==> src/rtl/hnf_snp_ctrl.sv <==
// HN-F snoop controller: fans one CHI snoop out to each sharer except the requester, then gathers SnpResp.
// Optional build macro HNF_SNP_BROADCAST_EN: ignore req_sharers and snoop every RN-F except the requester.
package hnf_snp_pkg;
  localparam int ADDR_W = 48;
  localparam int TXN_W  = 12;
  localparam int NODE_W = 7;

  typedef struct packed {
    logic [6:0]        opcode;
    logic [ADDR_W-1:0] addr;
    logic [TXN_W-1:0]  txn_id;
    logic [NODE_W-1:0] src_id;
  } reqflit_t;

  typedef struct packed {
    logic [4:0]        opcode;
    logic [ADDR_W-1:0] addr;
    logic [TXN_W-1:0]  txn_id;
    logic [NODE_W-1:0] tgt_id;
  } snpflit_t;

  typedef struct packed {
    logic [4:0]        opcode;
    logic [NODE_W-1:0] src_id;
    logic [TXN_W-1:0]  txn_id;
    logic [2:0]        resp;
  } rspflit_t;

  localparam logic [6:0] REQ_READSHARED = 7'h01;
  localparam logic [6:0] REQ_READUNIQUE = 7'h07;
  localparam logic [4:0] SNP_SHARED     = 5'h01;
  localparam logic [4:0] SNP_UNIQUE     = 5'h07;
  localparam logic [4:0] RSP_SNPRESP    = 5'h01;
  // SnpRespData normally travels on DAT; its header is folded into this sink under a local code.
  localparam logic [4:0] RSP_SNPRESPDATA = 5'h1F;
  localparam int         RESP_PD_BIT     = 2;
endpackage

module hnf_snp_ctrl
  import hnf_snp_pkg::*;
#(
  parameter int NUM_RN     = 4,
  parameter int RN_ID_BASE = 0
) (
  input  logic              clock,
  input  logic              reset,
  input  logic              req_v,
  output logic              req_ready,
  input  reqflit_t          req_flit,
  input  logic [NUM_RN-1:0] req_sharers,
  output logic              txsnp_v,
  input  logic              txsnp_ready,
  output snpflit_t          txsnp_flit,
  input  logic              rxrsp_v,
  output logic              rxrsp_ready,
  input  rspflit_t          rxrsp_flit,
  output logic              done_v,
  output logic              done_dirty,
  output logic              done_err
);

  localparam int IDX_W = (NUM_RN > 1) ? $clog2(NUM_RN) : 1;

  typedef enum logic [1:0] {IDLE, SEND, WAIT, DONE} state_t;

  state_t            state, state_nxt;
  logic [NUM_RN-1:0] pending_q, pending_nxt;
  logic [NUM_RN-1:0] resp_pend_q, resp_pend_nxt;
  logic              dirty_q, dirty_nxt, err_q, err_nxt;
  logic [4:0]        snp_op_q;
  logic [ADDR_W-1:0] addr_q;
  logic [TXN_W-1:0]  txn_q;

  logic [NUM_RN-1:0] base_mask, accept_mask, send_bit, send_set, rsp_bit;
  logic [IDX_W-1:0]  send_idx;
  logic              accept, snd_hs, rsp_hs, rsp_ok;

  function automatic logic [NUM_RN-1:0] node_bit(input logic [NODE_W-1:0] id);
    node_bit = '0;
    for (int i = 0; i < NUM_RN; i++)
      if (int'(id) == RN_ID_BASE + i) node_bit[i] = 1'b1;
  endfunction

  function automatic logic [IDX_W-1:0] lowest_idx(input logic [NUM_RN-1:0] v);
    lowest_idx = '0;
    for (int i = NUM_RN - 1; i >= 0; i--)
      if (v[i]) lowest_idx = IDX_W'(i);
  endfunction

`ifdef HNF_SNP_BROADCAST_EN
  logic unused_sharers;
  assign unused_sharers = ^req_sharers;
  assign base_mask      = '1;
`else
  assign base_mask = req_sharers;
`endif

  assign accept_mask = base_mask & ~node_bit(req_flit.src_id);
  assign accept      = req_v && req_ready;

  assign send_idx = lowest_idx(pending_q);
  assign send_bit = pending_q & ~(pending_q - NUM_RN'(1));
  assign snd_hs   = (state == SEND) && txsnp_ready;
  assign send_set = snd_hs ? send_bit : '0;

  // A response may retire a snoop handshaking in the same cycle, so the send is folded in first.
  assign rsp_hs = rxrsp_v && rxrsp_ready;
  assign rsp_bit = node_bit(rxrsp_flit.src_id);
  assign rsp_ok  = ((rxrsp_flit.opcode == RSP_SNPRESP) || (rxrsp_flit.opcode == RSP_SNPRESPDATA))
                   && (rxrsp_flit.txn_id == txn_q)
                   && (|(rsp_bit & (resp_pend_q | send_set)));

  always_comb begin
    state_nxt     = state;
    pending_nxt   = pending_q;
    resp_pend_nxt = resp_pend_q;
    dirty_nxt     = dirty_q;
    err_nxt       = err_q;
    case (state)
      IDLE: begin
        if (accept) begin
          pending_nxt   = accept_mask;
          resp_pend_nxt = '0;
          dirty_nxt     = 1'b0;
          err_nxt       = 1'b0;
          state_nxt     = (accept_mask == '0) ? DONE : SEND;
        end
      end
      SEND, WAIT: begin
        if (snd_hs) pending_nxt = pending_q & ~send_bit;
        resp_pend_nxt = resp_pend_q | send_set;
        if (rsp_hs) begin
          if (rsp_ok) begin
            resp_pend_nxt = resp_pend_nxt & ~rsp_bit;
            if (rxrsp_flit.resp[RESP_PD_BIT]) dirty_nxt = 1'b1;
          end else begin
            err_nxt = 1'b1;
          end
        end
        if (pending_nxt == '0) state_nxt = (resp_pend_nxt == '0) ? DONE : WAIT;
      end
      DONE:    state_nxt = IDLE;
      default: state_nxt = IDLE;
    endcase
  end

  always_ff @(posedge clock) begin
    if (!reset) begin
      state       <= IDLE;
      pending_q   <= '0;
      resp_pend_q <= '0;
      dirty_q     <= 1'b0;
      err_q       <= 1'b0;
    end else begin
      state       <= state_nxt;
      pending_q   <= pending_nxt;
      resp_pend_q <= resp_pend_nxt;
      dirty_q     <= dirty_nxt;
      err_q       <= err_nxt;
    end
  end

  always_ff @(posedge clock) begin
    if (accept) begin
      snp_op_q <= (req_flit.opcode == REQ_READUNIQUE) ? SNP_UNIQUE : SNP_SHARED;
      addr_q   <= req_flit.addr;
      txn_q    <= req_flit.txn_id;
    end
  end

  assign req_ready   = (state == IDLE);
  assign rxrsp_ready = reset;
  assign txsnp_v     = (state == SEND);
  assign txsnp_flit  = '{opcode: snp_op_q, addr: addr_q, txn_id: txn_q,
                         tgt_id: NODE_W'(RN_ID_BASE + int'(send_idx))};
  assign done_v      = (state == DONE);
  assign done_dirty  = done_v && dirty_q;
  assign done_err    = done_v && err_q;

endmodule

==> config.mk <==
export PLATFORM = sky130hd
export DESIGN_NAME = hnf_snp_ctrl
export DESIGN_NICKNAME = d
export VERILOG_FILES = /design/src/rtl/hnf_snp_ctrl.sv
export SDC_FILE = /design/constraint.sdc
export NUM_CORES = 1
export LEC_CHECK = 0
export CORE_AREA = 2 2 99 101
export CTS_CLUSTER_DIAMETER = 80
export DETAILED_ROUTE_END_ITERATION = 8
export DIE_AREA = 0 0 101 103
export GPL_ROUTABILITY_DRIVEN = 0
export GPL_TIMING_DRIVEN = 0
export HOLD_SLACK_MARGIN = 0.06
export PLACE_DENSITY = 0.77
export SKIP_CTS_REPAIR_TIMING = 1
export SYNTH_ARGS = -nofsm -noshare
export SYNTH_HDL_FRONTEND = slang
export SYNTH_SLANG_ARGS = --single-unit
==> constraint.sdc <==
create_clock -name clock -period 2.65 [get_ports clock]
set_input_delay 0.53 -clock clock [delete_from_list [all_inputs] [get_ports clock]]
set_output_delay 0.53 -clock clock [all_outputs]
set_load 0.01 [all_outputs]
Word-level counts from Yosys, hierarchy flattened --
Index checks and enable logic that the tools add are counted.
Operators by class: bitwise gates (word level) 10, add/subtract/negate cells 1, mux-type cells 36, reduce and logical (&&, ||, !) cells 21, equality and inequality tests 19
Operator list (number):
- == test 7 x 3 -> 1 bit, second input constant | 5
- two-way mux 4 bit | 8
- AND 4 bit | 5
- NOT 4 bit | 4
- case mux 4 bit (2 select lines) | 2
- two-way mux 1 bit | 15
- == test 7 x 2 -> 1 bit, second input constant | 2
- zero test 7 bit | 2
- two-way mux 2 bit | 7
- == test 12 bit | 1
- zero test 4 bit | 3
- inequality test 2 bit, second input constant | 5
- logical AND 1 bit | 7
- case mux 2 bit (3 select lines) | 1
- == test 5 x 1 -> 1 bit, second input constant | 1
- == test 5 bit, second input constant | 1
- AND reduction 5 bit | 1
- == test 2 bit, second input constant | 2
- OR 4 bit | 1
- case mux 1 bit (2 select lines) | 2
- AND reduction 2 bit | 2
- AND reduction 4 bit | 1
- OR reduction 4 bit | 1
- subtractor 4 x 1 -> 4 bit, second input constant | 1
- other kinds (7) | 7
Storage, ports and cells: output and inout port bits 78, word-level logic and storage cells 95, register bits 77, bits of input ports 110

Depth between registers and ports, before layout --
depth after elaboration 15, mapped depth 8, depth with buffers taken out 8

Worst setup path after synthesis --
OpenSTA, ideal clock, no wires.
kind register to register, from reg state[0], to reg pending_q[0], data arrival time 2.732 ns, period minus slack after synthesis 2.849 ns, required time 2.533 ns, cell stages (with the launch flop) 9, path slack -0.199 ns, path buffers 0, library setup time 0.117 ns, cells stage by stage dfxtp_1 -> inv_1 -> ha_1 -> nand2_1 -> inv_1 -> a21oi_1 -> a21o_1 -> a32oi_1 -> nor2_1
On the way: elaborated cells on any way between the ends 12, those cells by class eq/ne: 3; mux: 3; reduce/logical: 6
RTL lines:
- start, declared | RTL line 66 | state_t state, state_nxt;
- start signal, assigned | RTL line 155 | state <= state_nxt;
- zero test 2 bit | RTL line 171 | assign req_ready = (state == IDLE);
- named net req_ready | RTL line 48 | output logic req_ready,
- logical AND 1 bit | RTL line 99 | assign accept = req_v && req_ready;
- named net accept | RTL line 76 | logic accept, snd_hs, rsp_hs, rsp_ok;
- inequality test 2 x 1 -> 1 bit (no source line)
- AND reduction 2 bit (no source line)
- end signal, assigned | RTL line 156 | pending_q <= pending_nxt;
- end, declared | RTL line 67 | logic [NUM_RN-1:0] pending_q, pending_nxt;
The timed path passes the listed nets, and every way through them passes these cells. The select of a mux whose other input is x is not followed. A chain may end at the register's enable or synchronous reset.

Final worst setup path --
from in rxrsp_flit[23] (netlist name), to reg state[0]
On the way: cells in the longest elaborated chain, start to end 11, elaborated cells on any way between the ends 12, those cells by class eq/ne: 2; mux: 6; reduce/logical: 4
Ends and longest elaborated chain:
- start, declared | RTL line 56 | input rspflit_t rxrsp_flit,
- == test 5 x 1 -> 1 bit / == test 5 bit (equally long branches) | RTL line 109 | assign rsp_ok = ((rxrsp_flit.opcode == RSP_SNPRESP) || (rxrsp_flit.opcode == RSP_SNPRESPDATA))
- logical OR 1 bit (*) | RTL line 109
- logical AND 1 bit (*) | RTL line 110 | && (rxrsp_flit.txn_id == txn_q)
- logical AND 1 bit (*) | RTL line 111 | && (|(rsp_bit & (resp_pend_q | send_set)));
- two-way mux 4 bit (*) | RTL line 133 | if (rsp_ok) begin
- two-way mux 4 bit (*) | RTL line 132 | if (rsp_hs) begin
- two-way mux 4 bit (*) | RTL line 119 | case (state)
- zero test 4 bit (*) | RTL line 140 | if (pending_nxt == '0) state_nxt = (resp_pend_nxt == '0) ? DONE : WAIT;
- two-way mux 1 bit (*) | RTL line 140
- two-way mux 2 bit (*) | RTL line 140
- case mux 2 bit (3 select lines) (*) | RTL line 119
Every way passes the cells marked *; elsewhere a longest branch is shown, timed or not. The select of a mux whose other input is x is not followed.

==> results_dict.tcl <==
set metrics [dict create \
    status "completed" \
    final-hold-violation-count 0 \
    clk_pin_slew_ns 0.07 \
    drtIter0Drc 44 \
    stdcell_count 540 \
    wl_mm 8.27 \
    rsz0062_at_grt "false" \
    reg2reg_to "dirty_q" \
    area_delta_synth_final_pct 70.9 \
    drive_gt1_share_pct 7.51 \
    regArea_sq_mm 0.00207 \
    synth_edf_count 61 \
    hold_end "err_q" \
    hp-class "register to register" \
    whs_path_depth 2 \
    synth_top_flop_cell "edfxtp_1" \
    final_core_util_pct 54.8 \
    grt_usage_pct 15.7 \
    dp_hpwl_mm 6.61 \
    fin_skew_ns 0.00773 \
    initial_core_util_pct 32.1 \
    multiInputGateArea_sq_um 862 \
    via_count 2556 \
    pre_cts_slack_ns -0.919 \
    worstSetupPathType "input pin to register" \
    grt_remaining_overflow 0 \
    synthArstFlopShare_pct 0 \
    ys_ff_latch 73 \
    n_fill_cell 801 \
    core_area_sq_mm 0.00946 \
    clock-sinks 73 \
    synth-seq-area-share_pct 68.3 \
    grt_pass1_wl_mm 12.4 \
    cts_tree "done" \
    yosysWarningCount 0 \
    n_antenna_cell 0 \
    place_inst 524 \
    r2r-start "state[0]" \
    peakVddDrop_uv 494 \
    arrival_ns 2.72 \
    ff2ff_path_depth 8 \
    p_total_mw 3.92 \
    antenna_found_initial 0 \
    p_per_area_mw_per_mm2 756 \
    cts_buffers 9 \
    die_area_sq_mm 0.0104 \
    rows 36 \
    port_buffers 177 \
    io_pins 188 \
    drc 0 \
    syn_avg_cell_area_sq_um 13.4 \
    fin_nets 536 \
    first_pass_iters 4 \
    required_ns 2.90 \
    insertion_delay_ns 0.33 \
    antenna_left 0 \
    die_w_microns 101 \
    cp-end-kind "register" \
    period_needed_ns 2.47 \
    vias_per_cell 4.73 \
    hold_start "err_q" \
    die_h_microns 103 \
    cap_viol_max_count 0 \
    post-route-period-util_pct 93.1 \
    slew_violations 0 \
    h-tree-depth 3 \
    relSlewSlack_pct 62.7 \
    cts_buffer_depth 2 \
    wl_per_cell_microns 15.3 \
    p_leak_nw 1.84 \
    setup_violations 0 \
    tightestPinTransition_ns 0.552 \
    root_buffer "clkbuf_8" \
    rrSetupSlack_ns 0.37 \
    synthDistinctLibCells 49 \
    cp-start-kind "input pin" \
    synthCells 227 \
    setup_slack_ns 0.184 \
    grt_start_max_net_pins 63 \
    grt_pass1_vias 2526 \
    fmax_mhz 406 \
    synth_area_sq_mm 0.00303 \
    crit_fanout 4 \
]
registers in the layout, summed over array words and instances, names as in the netlist:
signal,count
snp_op_q,1
err_q,1
dirty_q,1
resp_pend_q,4
txn_q,12
addr_q,48
state,2
pending_q,4
stage by stage:
| stage | TNS (ns) | area (sq um) | hold slack, ns |
|---|---|---|---|
| after floorplan | 0 | 3060 | 0.421 |
| after global placement | -23.60 | 4980 | 0.432 |
| after detailed placement | -26.09 | 4980 | 0.455 |
| after CTS | -8.63 | 5160 | 0.470 |
| after global routing | 0 | 5180 | 0.507 |
| final | 0 | 5180 | 0.459 |
cells by family (layout without fill, tap and decap cells):
kind of cell / count (synthesis) / after routing / share of synthesized area, %
compound gates: 44 / 44 / 9.70
xor+xnor: 12 / 12 / 3.47
fa+ha+maj: 5 / 5 / 1.98
buf+inv: 23 / 216 / 4.09
flops: 73 / 73 / 68.3
other cells: 2 / 8 / 0.248
simple gates: 68 / 68 / 12.2
cell usage in the layout, fill, tap and decap left out, types with 3 or more instances in the layout:
cell / Yosys / layout
clkdlybuf4s50_1: 0 / 177
edfxtp_1: 61 / 61
nor2_1: 15 / 15
nand2_1: 13 / 13
dfxtp_1: 12 / 12
xor2_1: 11 / 11
a21oi_1: 11 / 10
buf_4: 10 / 10
inv_1: 10 / 9
o21ai_0: 9 / 9
clkbuf_8: 0 / 9
conb_1: 2 / 8
nor3_1: 6 / 6
and2_1: 6 / 6
or4_1: 5 / 5
nand2b_1: 4 / 4
nor4_1: 4 / 4
nand3_1: 4 / 4
ha_1: 4 / 4
clkbuf_1: 2 / 3
nand4_1: 3 / 3
a31oi_1: 3 / 3
cells in the mapped netlist (all sizes together), types with 6 or more instances:
cell type / number / area, sq um
dfxtp: 12 / 240
nor3: 6 / 30.0
o21ai: 9 / 45.0
xor2: 11 / 96.3
nand2: 13 / 48.8
edfxtp: 61 / 1830
nor2: 15 / 56.3
buf: 10 / 75.1
inv: 10 / 37.5
a21oi: 11 / 55.1
or4: 6 / 48.8
and2: 6 / 37.5
where the power goes:
group | switching [mW] | internal (mW)
clock | 0.402 | 0.430
sequential | 0.104 | 1.55
combinational | 0.692 | 0.740
final cells by class:
cell class | count | area share (%)
buffer | 12 | 1.59
clock buffer | 10 | 2.46
clock inverter | 5 | 1.11
inverter | 11 | 0.869
multi-input combinational | 137 | 16.6
sequential | 73 | 40.0
tap | 114 | 2.75
timing repair buffer | 178 | 34.6
critical path, stage by stage:
cell and delay (ns):
clkdlybuf4s50_1 0.42, or4_1 0.51, nand2_1 0.09, nand4_2 0.16, or4_4 0.57, o31a_1 0.29
a22oi_1 0.15
per-layer routing:
| metal | track usage (%) | part of all wire, % | up-vias |
|---|---|---|---|
| li1 | - | - | 1230 |
| met1 | 16.1 | 35 | 1178 |
| met2 | 28.2 | 52 | 139 |
| met3 | 8.14 | 12 | 9 |
| met4 | 4.37 | 0.88 | 0 |
| met5 | 0 | 0 | - |
worst max path at each step:
stage                         from        to  slack (ns)  cells past startpoint
global route        rxrsp_flit[10]  state[0]        0.02                      7
CTS                       state[0]   dirty_q       -0.67                      8
floorplan                 state[0]   dirty_q        0.07                      8
finish              rxrsp_flit[23]  state[0]        0.18                      7
global placement             req_v   dirty_q       -0.86                      7
detailed placement           req_v   dirty_q       -0.92                      7
Note: power is estimated with default switching activity, not from simulation.
